===== src/rtl/icache_pkg.sv =====
// icache_pkg: shared types and helpers for the I-cache refill path.
//   LINE_BYTES/OFFSET_W : line geometry (16-byte lines)
//   line_t / addr_t     : line data and byte address types
//   refill_state_e      : refill controller states
//   line_align()        : clear the in-line byte offset of an address
package icache_pkg;
   localparam int LINE_BYTES = 16;
   localparam int OFFSET_W = 4;
   typedef logic [127:0] line_t;
   typedef logic [31:0] addr_t;
   typedef enum logic [1:0] {IDLE, REQ, RESP} refill_state_e;
   function automatic addr_t line_align(addr_t a);
      return {a[31:OFFSET_W], {OFFSET_W{1'b0}}};
   endfunction
endpackage


===== src/rtl/icache_refill_ctrl_if.sv =====
// icache_refill_ctrl_if: miss, memory and refill handshakes of the refill controller.
//   miss_*   : cache miss request (valid/ready) from the miss path
//   mem_*    : line-wide memory request (req/ready) with returned line
//   refill_* : captured line (or error) to the cache arrays (valid/ready)
//   master   : controller view; slave : surrounding cache/memory view
interface icache_refill_ctrl_if import icache_pkg::*; #(
   parameter int ADDR_W = $bits(addr_t),
   parameter int LINE_W = $bits(line_t)
);
   logic              miss_valid;
   logic [ADDR_W-1:0] miss_addr;
   logic              miss_ready;
   logic              mem_req;
   logic [ADDR_W-1:0] mem_addr;
   logic              mem_ready;
   logic [LINE_W-1:0] mem_data;
   logic              refill_valid;
   logic [ADDR_W-1:0] refill_addr;
   logic [LINE_W-1:0] refill_data;
   logic              refill_err;
   logic              refill_ready;
   modport master (
      input  miss_valid, miss_addr, mem_ready, mem_data, refill_ready,
      output miss_ready, mem_req, mem_addr, refill_valid, refill_addr, refill_data, refill_err
   );
   modport slave (
      output miss_valid, miss_addr, mem_ready, mem_data, refill_ready,
      input  miss_ready, mem_req, mem_addr, refill_valid, refill_addr, refill_data, refill_err
   );
endinterface


===== src/rtl/icache_refill_timer.sv =====
// icache_refill_timer: loadable up-counter with terminal-count flag.
//   clk, rst_n : clock, synchronous active-low reset (count -> 0)
//   load       : load load_val (has priority over en)
//   en         : increment by one
//   limit      : terminal count value
//   tc         : count equals limit
module icache_refill_timer #(
   parameter int W = 6
) (
   input  logic         clk,
   input  logic         rst_n,
   input  logic         load,
   input  logic         en,
   input  logic [W-1:0] load_val,
   input  logic [W-1:0] limit,
   output logic         tc
);
   logic [W-1:0] cnt;
   always_ff @(posedge clk)
      if (!rst_n) cnt <= '0;
      else if (load) cnt <= load_val;
      else if (en) cnt <= cnt + 1'b1;
   assign tc = cnt == limit;
endmodule


===== src/rtl/icache_refill_ctrl.sv =====
// icache_refill_ctrl: one-at-a-time I-cache line refill with memory timeout.
//   clk, rst_n : clock, synchronous active-low reset
//   bus        : miss / memory / refill handshakes (master modport)
//   busy       : controller not idle
//   refill_cnt : successful refills since reset (wraps)
module icache_refill_ctrl import icache_pkg::*; #(
   parameter int ADDR_W = 32,
   parameter int LINE_W = 128,
   parameter int TIMEOUT = 64,
   parameter int CNT_W = 16
) (
   input  logic                clk,
   input  logic                rst_n,
   icache_refill_ctrl_if.master bus,
   output logic                busy,
   output logic [CNT_W-1:0]    refill_cnt
);
   localparam int TW = $clog2(TIMEOUT);
   refill_state_e     state;
   logic [ADDR_W-1:0] line_addr;
   logic [ADDR_W-1:0] miss_line;
   logic              tmo;
   assign miss_line = ADDR_W'(line_align(addr_t'(bus.miss_addr)));
   assign busy = state != IDLE;
   assign bus.miss_ready = state == IDLE;
   // Held at zero while idle, so each request starts counting from its first REQ cycle.
   icache_refill_timer #(.W(TW)) u_timer (
      .clk      (clk),
      .rst_n    (rst_n),
      .load     (state == IDLE),
      .en       (state == REQ),
      .load_val ('0),
      .limit    (TW'(TIMEOUT - 1)),
      .tc       (tmo)
   );
   always_ff @(posedge clk)
      if (!rst_n) begin
         state <= IDLE;
         line_addr <= '0;
         bus.mem_req <= 1'b0;
         bus.mem_addr <= '0;
         bus.refill_valid <= 1'b0;
         bus.refill_err <= 1'b0;
         bus.refill_addr <= '0;
         bus.refill_data <= '0;
         refill_cnt <= '0;
      end else
         case (state)
            IDLE:
               if (bus.miss_valid) begin
                  line_addr <= miss_line;
                  bus.mem_addr <= miss_line;
                  bus.mem_req <= 1'b1;
                  state <= REQ;
               end
            REQ:
               // Data arriving on the timeout cycle still wins over the error.
               if (bus.mem_ready || tmo) begin
                  bus.mem_req <= 1'b0;
                  bus.mem_addr <= '0;
                  bus.refill_addr <= line_addr;
                  bus.refill_data <= bus.mem_ready ? bus.mem_data : '0;
                  bus.refill_err <= !bus.mem_ready;
                  bus.refill_valid <= 1'b1;
                  state <= RESP;
               end
            RESP:
               if (bus.refill_ready) begin
                  bus.refill_valid <= 1'b0;
                  bus.refill_err <= 1'b0;
                  refill_cnt <= refill_cnt + CNT_W'(!bus.refill_err);
                  state <= IDLE;
               end
            default: state <= IDLE;
         endcase
endmodule


===== src/flat_wrapper.sv =====
// flat-port wrapper written by rule: the top's interface ports become plain ports
module icache_refill_ctrl_flat import icache_pkg::*;
#(
   parameter int ADDR_W = 32,
   parameter int LINE_W = 128,
   parameter int TIMEOUT = 64,
   parameter int CNT_W = 16
)
  (clk, rst_n, busy, refill_cnt, bus_miss_valid, bus_miss_addr, bus_mem_ready, bus_mem_data, bus_refill_ready, bus_miss_ready, bus_mem_req, bus_mem_addr, bus_refill_valid, bus_refill_addr, bus_refill_data, bus_refill_err);
  icache_refill_ctrl_if #(.ADDR_W(ADDR_W), .LINE_W(LINE_W)) bus_i ();
  input  logic clk;
  input  logic rst_n;
  output logic busy;
  output logic [CNT_W-1:0] refill_cnt;
  input wire logic [$bits(bus_i.miss_valid)-1:0] bus_miss_valid;
  input wire logic [$bits(bus_i.miss_addr)-1:0] bus_miss_addr;
  input wire logic [$bits(bus_i.mem_ready)-1:0] bus_mem_ready;
  input wire logic [$bits(bus_i.mem_data)-1:0] bus_mem_data;
  input wire logic [$bits(bus_i.refill_ready)-1:0] bus_refill_ready;
  output wire logic [$bits(bus_i.miss_ready)-1:0] bus_miss_ready;
  output wire logic [$bits(bus_i.mem_req)-1:0] bus_mem_req;
  output wire logic [$bits(bus_i.mem_addr)-1:0] bus_mem_addr;
  output wire logic [$bits(bus_i.refill_valid)-1:0] bus_refill_valid;
  output wire logic [$bits(bus_i.refill_addr)-1:0] bus_refill_addr;
  output wire logic [$bits(bus_i.refill_data)-1:0] bus_refill_data;
  output wire logic [$bits(bus_i.refill_err)-1:0] bus_refill_err;
  assign bus_i.miss_valid = bus_miss_valid;
  assign bus_i.miss_addr = bus_miss_addr;
  assign bus_i.mem_ready = bus_mem_ready;
  assign bus_i.mem_data = bus_mem_data;
  assign bus_i.refill_ready = bus_refill_ready;
  assign bus_miss_ready = bus_i.miss_ready;
  assign bus_mem_req = bus_i.mem_req;
  assign bus_mem_addr = bus_i.mem_addr;
  assign bus_refill_valid = bus_i.refill_valid;
  assign bus_refill_addr = bus_i.refill_addr;
  assign bus_refill_data = bus_i.refill_data;
  assign bus_refill_err = bus_i.refill_err;
  icache_refill_ctrl #(.ADDR_W(ADDR_W), .LINE_W(LINE_W), .TIMEOUT(TIMEOUT), .CNT_W(CNT_W)) u_core (.clk(clk), .rst_n(rst_n), .bus(bus_i), .busy(busy), .refill_cnt(refill_cnt));
endmodule

===== config.mk =====
export PLATFORM = sky130hd
export DESIGN_NAME = icache_refill_ctrl_flat
export DESIGN_NICKNAME = d
export VERILOG_FILES = /design/src/rtl/icache_pkg.sv /design/src/rtl/icache_refill_ctrl_if.sv /design/src/rtl/icache_refill_timer.sv /design/src/rtl/icache_refill_ctrl.sv /design/src/flat_wrapper.sv
export SDC_FILE = /design/constraint.sdc
export NUM_CORES = 1
export LEC_CHECK = 0
export ABC_CLOCK_PERIOD_IN_PS = 2100
export CAP_MARGIN = 0
export CORE_ASPECT_RATIO = 2
export CORE_MARGIN = 5
export CORE_UTILIZATION = 35
export CTS_CLUSTER_SIZE = 28
export DETAILED_ROUTE_END_ITERATION = 10
export HOLD_SLACK_MARGIN = 0.06
export PLACE_DENSITY = 0.7
export SLEW_MARGIN = 0
export SYNTH_ARGS = -nofsm -noshare
export SYNTH_HDL_FRONTEND = slang
export SYNTH_SLANG_ARGS = --single-unit

===== constraint.sdc =====
create_clock -name clk -period 2.1 [get_ports clk]
set_input_delay 0.315 -clock clk [delete_from_list [all_inputs] [get_ports clk]]
set_output_delay 0.315 -clock clk [all_outputs]
set_load 0.005 [all_outputs]

Word level (Yosys, flattened, before mapping)
Index checks and enable logic that the tools add are counted.
{ "word_totals": {"regBits": 243, "inputBits": 165, "out_inout_bits": 213} }
{ "op_classes": {"addsub": 2, "eq_ne": 6, "n_mux": 16, "bitwise_logic": 1, "n_reduce_logical": 14} }
{ "ops": {"columns": ["cell", "count"], "rows": [
  ["$mux W128", 1],
  ["$mux W32", 2],
  ["$pmux W32 S2", 1],
  ["$add A16 B1 Y16", 1],
  ["$reduce_and A3 Y1", 3],
  ["$add A6 B1 Y6 const B", 1],
  ["$eq A6 B6 Y1 const B", 1],
  ["$mux W2", 3],
  ["$pmux W1 S2", 3],
  ["$pmux W2 S3", 1],
  ["$reduce_and A2 Y1", 3],
  ["$reduce_bool A2 Y1", 3],
  ["$mux W1", 5],
  ["$ne A2 B2 Y1 const B", 2],
  ["$eq A2 B1 Y1 const B", 1],
  ["$eq A2 B2 Y1 const B", 1],
  ["$logic_not A1 Y1", 2],
  ["$logic_not A2 Y1", 1],
  ["$ne A2 B1 Y1 const B", 1],
  ["$reduce_or A2 Y1", 1],
  ["$logic_or A1 B1 Y1", 1],
  ["$not A1 Y1", 1]
]} }

Logic depth before layout (Yosys ltp)
{ "depth": {"ltp_word": 4, "depth_mapped": 7, "depth_no_buf": 6} }

Cells and area by module
A second synthesis with hierarchy kept.
{ "hier_totals": {"hier_cells": 923, "hier_area_um2": 8300.5} }
{ "modules_own_cells": {"columns": ["mod", "n_inst", "cells_per_inst", "area_per_inst_um2", "seq_area_each_um2"], "rows": [
  ["icache_refill_ctrl", 1, 880, 7923.8, 4664.5],
  ["icache_refill_timer", 1, 43, 376.6, 120.1]
]} }

Worst setup path after synthesis
OpenSTA, ideal clock, no wires.
{ "synth_timing": {"path_type": "reg2reg", "startpoint": "register u_core.u_timer.cnt[0]", "endpoint": "register u_core.bus.refill_data[100]", "setup_time_ps": 59, "arrival_ps": 1562, "required_time_ps": 2041, "setup_slack_ps": 479, "path_stages_with_launch": 8, "path_buffers": 2, "period_less_slack_ps": 1621, "path_cell_list": "dfxtp_1 -> ha_1 -> and3_1 -> a21o_1 -> a21oi_1 -> buf_2 -> buf_2 -> a22o_1"} }
{ "synth_between": {"elab_chain_len": 3} }
{ "synth_lines": {"columns": ["item", "line", "text"], "rows": [
  ["start: declaration", "icache_refill_timer.sv:18", "logic [W-1:0] cnt;"],
  ["start signal: assignment", "icache_refill_timer.sv:21", "else if (load) cnt <= load_val;"],
  ["start signal: assignment", "icache_refill_timer.sv:22", "else if (en) cnt <= cnt + 1'b1;"],
  ["$eq A6 B6 Y1", "icache_refill_timer.sv:23", "assign tc = cnt == limit;"],
  ["$logic_or A1 B1 Y1", "icache_refill_ctrl.sv:58", "if (bus.mem_ready || tmo) begin"],
  ["$reduce_and A2 Y1 (no source line)", null, null],
  ["end signal: assignment", "icache_refill_ctrl.sv:62", "bus.refill_data <= bus.mem_ready ? bus.mem_data : '0;"],
  ["end: declaration", "icache_refill_ctrl_if.sv:24", "output miss_ready, mem_req, mem_addr, refill_valid, refill_addr, refill_data, refill_err"]
]} }
No other way between the ends.
A chain may end at the register's enable or synchronous reset.

Worst setup path in the final report
{ "layout_timing": {"startpoint": "register u_core.state[1]", "endpoint": "output port busy"} }
{ "layout_between": {"elab_chain_len": 1} }
{ "layout_lines": {"columns": ["item", "line", "text"], "rows": [
  ["start: declaration", "icache_refill_ctrl.sv:19", "refill_state_e state;"],
  ["start signal: assignment", "icache_refill_ctrl.sv:38", "state <= IDLE;"],
  ["start signal: assignment", "icache_refill_ctrl.sv:54", "state <= REQ;"],
  ["start signal: assignment", "icache_refill_ctrl.sv:65", "state <= RESP;"],
  ["$reduce_bool A2 Y1", "icache_refill_ctrl.sv:24", "assign busy = state != IDLE;"],
  ["end: declaration", "flat_wrapper.sv:13", "output logic busy;"]
]} }
No other way between the ends.

==> impl_metrics.csv <==
group,metric,value,unit
power_and_ir_drop,p_int,7.77,mW
power_and_ir_drop,power_frac_seq,47.8,%
power_and_ir_drop,vdd_drop_max,0.745,mV
floorplanning,initial_core_util,35.2,%
yosys,yosysMostFrequentCell,"dfxtp_1",
final_layout,fin_nets,1292,
global_route,first_global_vias,6994,
status,status,"finished clean",
timing,post-route-min-period,1.97,ns
min_path,min_to,"u_core.refill_cnt[4]",
yosys,yosysTopAreaCell,"dfxtp_1",
global_route,met3_usage,4.16,%
global_route,grt-busiest-layer,"met2",
timing,fin_worst_skew,0.0165,ns
setup_path,cp.required,1.78,ns
global_route,grtUsageMet2,34.8,%
setup_path,critPathKind,"flop to primary output",
yosys,synth-seq-cells,239,
global_route,grt.overflow.total,0,
setup_path,cp_cell_sequence,"nor2_2 > inv_1 > clkdlybuf4s50_1",
timing,timing.fmax,0.509,GHz
power_and_ir_drop,p_sw_share,22.8,%
global_route,antenna_found_initial,1,
clocking,clk_latency,0.51,ns
routing,drt-vias-per-instance,4.94,
yosys,synth.area.top_cells,"dfxtp_1, a22o_1, nand2_1",
power_and_ir_drop,p_leak,4.78,nW
placed_design,dp.cells,1382,
power_and_ir_drop,p_per_area,786,nW/um^2
final_layout,layout-drive-gt1-share,6.23,%
setup_path,crit_path_end_kind,"primary output",
routing,wire_per_inst,19.0,microns
routing,vias,7032,
final_layout,area_delta_synth_final,57.5,%
final_layout,final_util,55.4,%
yosys,ys.flop_type,"dfxtp_1",
timing,fin_tns_setup,0,ns
routing,first_pass_iters,6,
setup_path,slowest_delay,0.51,ns
yosys,yosysUniqueCellTypes,35,
power_and_ir_drop,power.share.clock,41.0,%
global_route,grt_pass1_wl,40.7,mm
timing,rsz0062_at_grt,"no",
setup_path,r2r.worst_path.cells,7,
yosys,postSynthCellCount,772,
power_and_ir_drop,power_switching,2.29,mW
final_layout,multi_input_area,2950,sq um
clocking,numCtsBuffers,23,
yosys,synth.cell_area,8140,sq um
placed_design,dp_hpwl,20.4,mm
clocking,cts_tree,"built",
final_layout,fin_cells,1423,
yosys,synth_edf_count,0,
floorplanning,coreArea,23100,sq um
setup_path,setup.worst_path.start_class,"flop",
clocking,ctsHtreeMaxLevel,1,
power_and_ir_drop,combPwrFrac,11.2,%
floorplanning,rows,79,
setup_path,path_delay_family,"buffers and inverters",
routing,wl,27.1,mm
yosys,yosysSeqAreaShare,58.8,%
yosys,avgSynthCellArea,10.5,sq um
yosys,synthArstFlopShare,0,%
timing,tightest_slew,0.576,ns
setup_path,worst-path-buf-inv,2,
placed_design,portBuffers,365,
yosys,ys_warn_count,0,
yosys,synth_top_area_share,58.8,%
routing,antenna_left,0,
floorplanning,die_y,226,microns
routing,drtIter0Drc,412,
timing,setup_viol,0,
setup_path,crit_arrival,1.65,ns
setup_path,rr_endpoint,"u_core.bus.refill_data[62]",
final_layout,fillers,2071,
floorplanning,die_w,118,microns
min_path,worstHoldStart,"rst_n",
routing,drc,0,
global_route,grtUsageMet1,21.3,%
global_route,grtUsageTotal,19.1,%
timing,finalHoldViolCount,0,
clocking,path_clk_slew,0.07,ns
clocking,clockBufferDepth,3,
timing,period_share,93.6,%
floorplanning,io_pins,378,
clocking,cts-root-buf,"clkbuf_16",
floorplanning,dieArea,26600,sq um
global_route,grt_max_degree,70,
setup_path,crit_path_max_fanout,11,
setup_path,cp_num_cells,3,
placed_design,gp_routability_congestion,0.869,
job,max_cap_viol_count,0,
final_layout,regArea,4790,sq um
timing,max-slew-margin-rel,61.6,%
setup_path,rrSetupSlack,0.23,ns
min_path,hold_path_depth,3,
clocking,clock_sinks,239,
clocking,postCtsSetupBuffers,0,
yosys,ys_top_cells_by_count,"dfxtp_1, a22o_1, nand2_1",
min_path,hold_class,"input port to flop",
setup_path,slowest_stage,"clkdlybuf4s50_1",
timing,drv_slew,0,
setup_path,rr_startpoint,"u_core.u_timer.cnt[0]",
layer usage:
layer  share of wire [%]  wire (microns)  vias to the layer above
li1                    -               -                     3418
met1                  38           10300                     3305
met2                  52           14200                      263
met3                 6.0            1640                       46
met4                 3.7            1000                        0
met5                   0               0                        -
what timing repair did:
action,CTS,global route
gates resized for setup,1,2
endpoints found under the setup margin,2,2
hold buffers,0,0
registers in the layout (all words and copies together) (netlist names), 2 cells and up:
name / flops
u_core.u_timer.cnt: 6
u_core.bus.refill_data: 128
u_core.bus.refill_addr: 28
u_core.line_addr: 28
u_core.refill_cnt: 16
u_core.bus.mem_addr: 28
u_core.state: 2
worst max path at each step:
stage | startpoint | to | slack (ns)
final | u_core.state[1] | busy | 0.13
after global routing | u_core.state[1] | busy | 0.02
after CTS | u_core.state[0] | busy | 0.02
after detailed placement | bus_refill_ready | u_core.refill_cnt[12] | 0.19
after global placement | bus_refill_ready | u_core.refill_cnt[12] | 0.19
after floorplan | u_core.u_timer.cnt[0] | u_core.bus.refill_data[100] | 0.48
power groups by stage:
stage          clock, mW  sequential, mW  combinational, mW
2_1_floorplan          0            4.91              0.396
4_1_cts             4.27            4.81               1.14
6_report            4.13            4.81               1.13
5_1_grt             4.43            4.83               1.21
3_5_place_dp           0            4.91               1.14
3_3_place_gp           0            4.90               1.12
tightest hold or removal path: cells and delay by family:
family        cells  cell delay (ns)
buf+inv           2             0.28
simple gates      1             0.12
cells in the final DEF (no fill, tap or decap), types with 12 or more instances in the layout:
cell,count
o21ai_0,33
clkbuf_16,23
buf_4,14
dfxtp_1,237
nand2_1,125
clkdlybuf4s50_1,364
a22o_1,128
nor2_1,17
xor2_1,12
a21oi_1,66
mux2i_1,30
area by class of cell:
type	count	share of cell area (%)
clock inverter	10	0.899
sequential	239	37.4
multi-input combinational	466	23.0
clock buffer	30	4.93
inverter	5	0.147
timing repair buffer	389	30.9
tap	283	2.76
antenna	1	0.0195
logic make-up after synthesis:
kind of cell / share of synthesized area (%)
flops: 58.8
other cells: 0.0461
mux: 3.69
buf+inv: 5.54
simple gates: 9.47
fa+ha+maj: 0.461
xor+xnor: 1.29
compound gates: 20.7
metrics by stage:
stage	setup WS, ns	total power [mW]	cell area, sq um	hold WS (ns)
after floorplan	0.479	5.30	8160	0.426
after global placement	0.194	6.03	12100	0.442
after detailed placement	0.185	6.05	12100	0.446
final	0.134	10.1	12800	0.233
after global routing	0.0224	10.5	12800	0.246
after CTS	0.0150	10.2	12800	0.203
No activity file was read; power rests on OpenSTA's default activity.
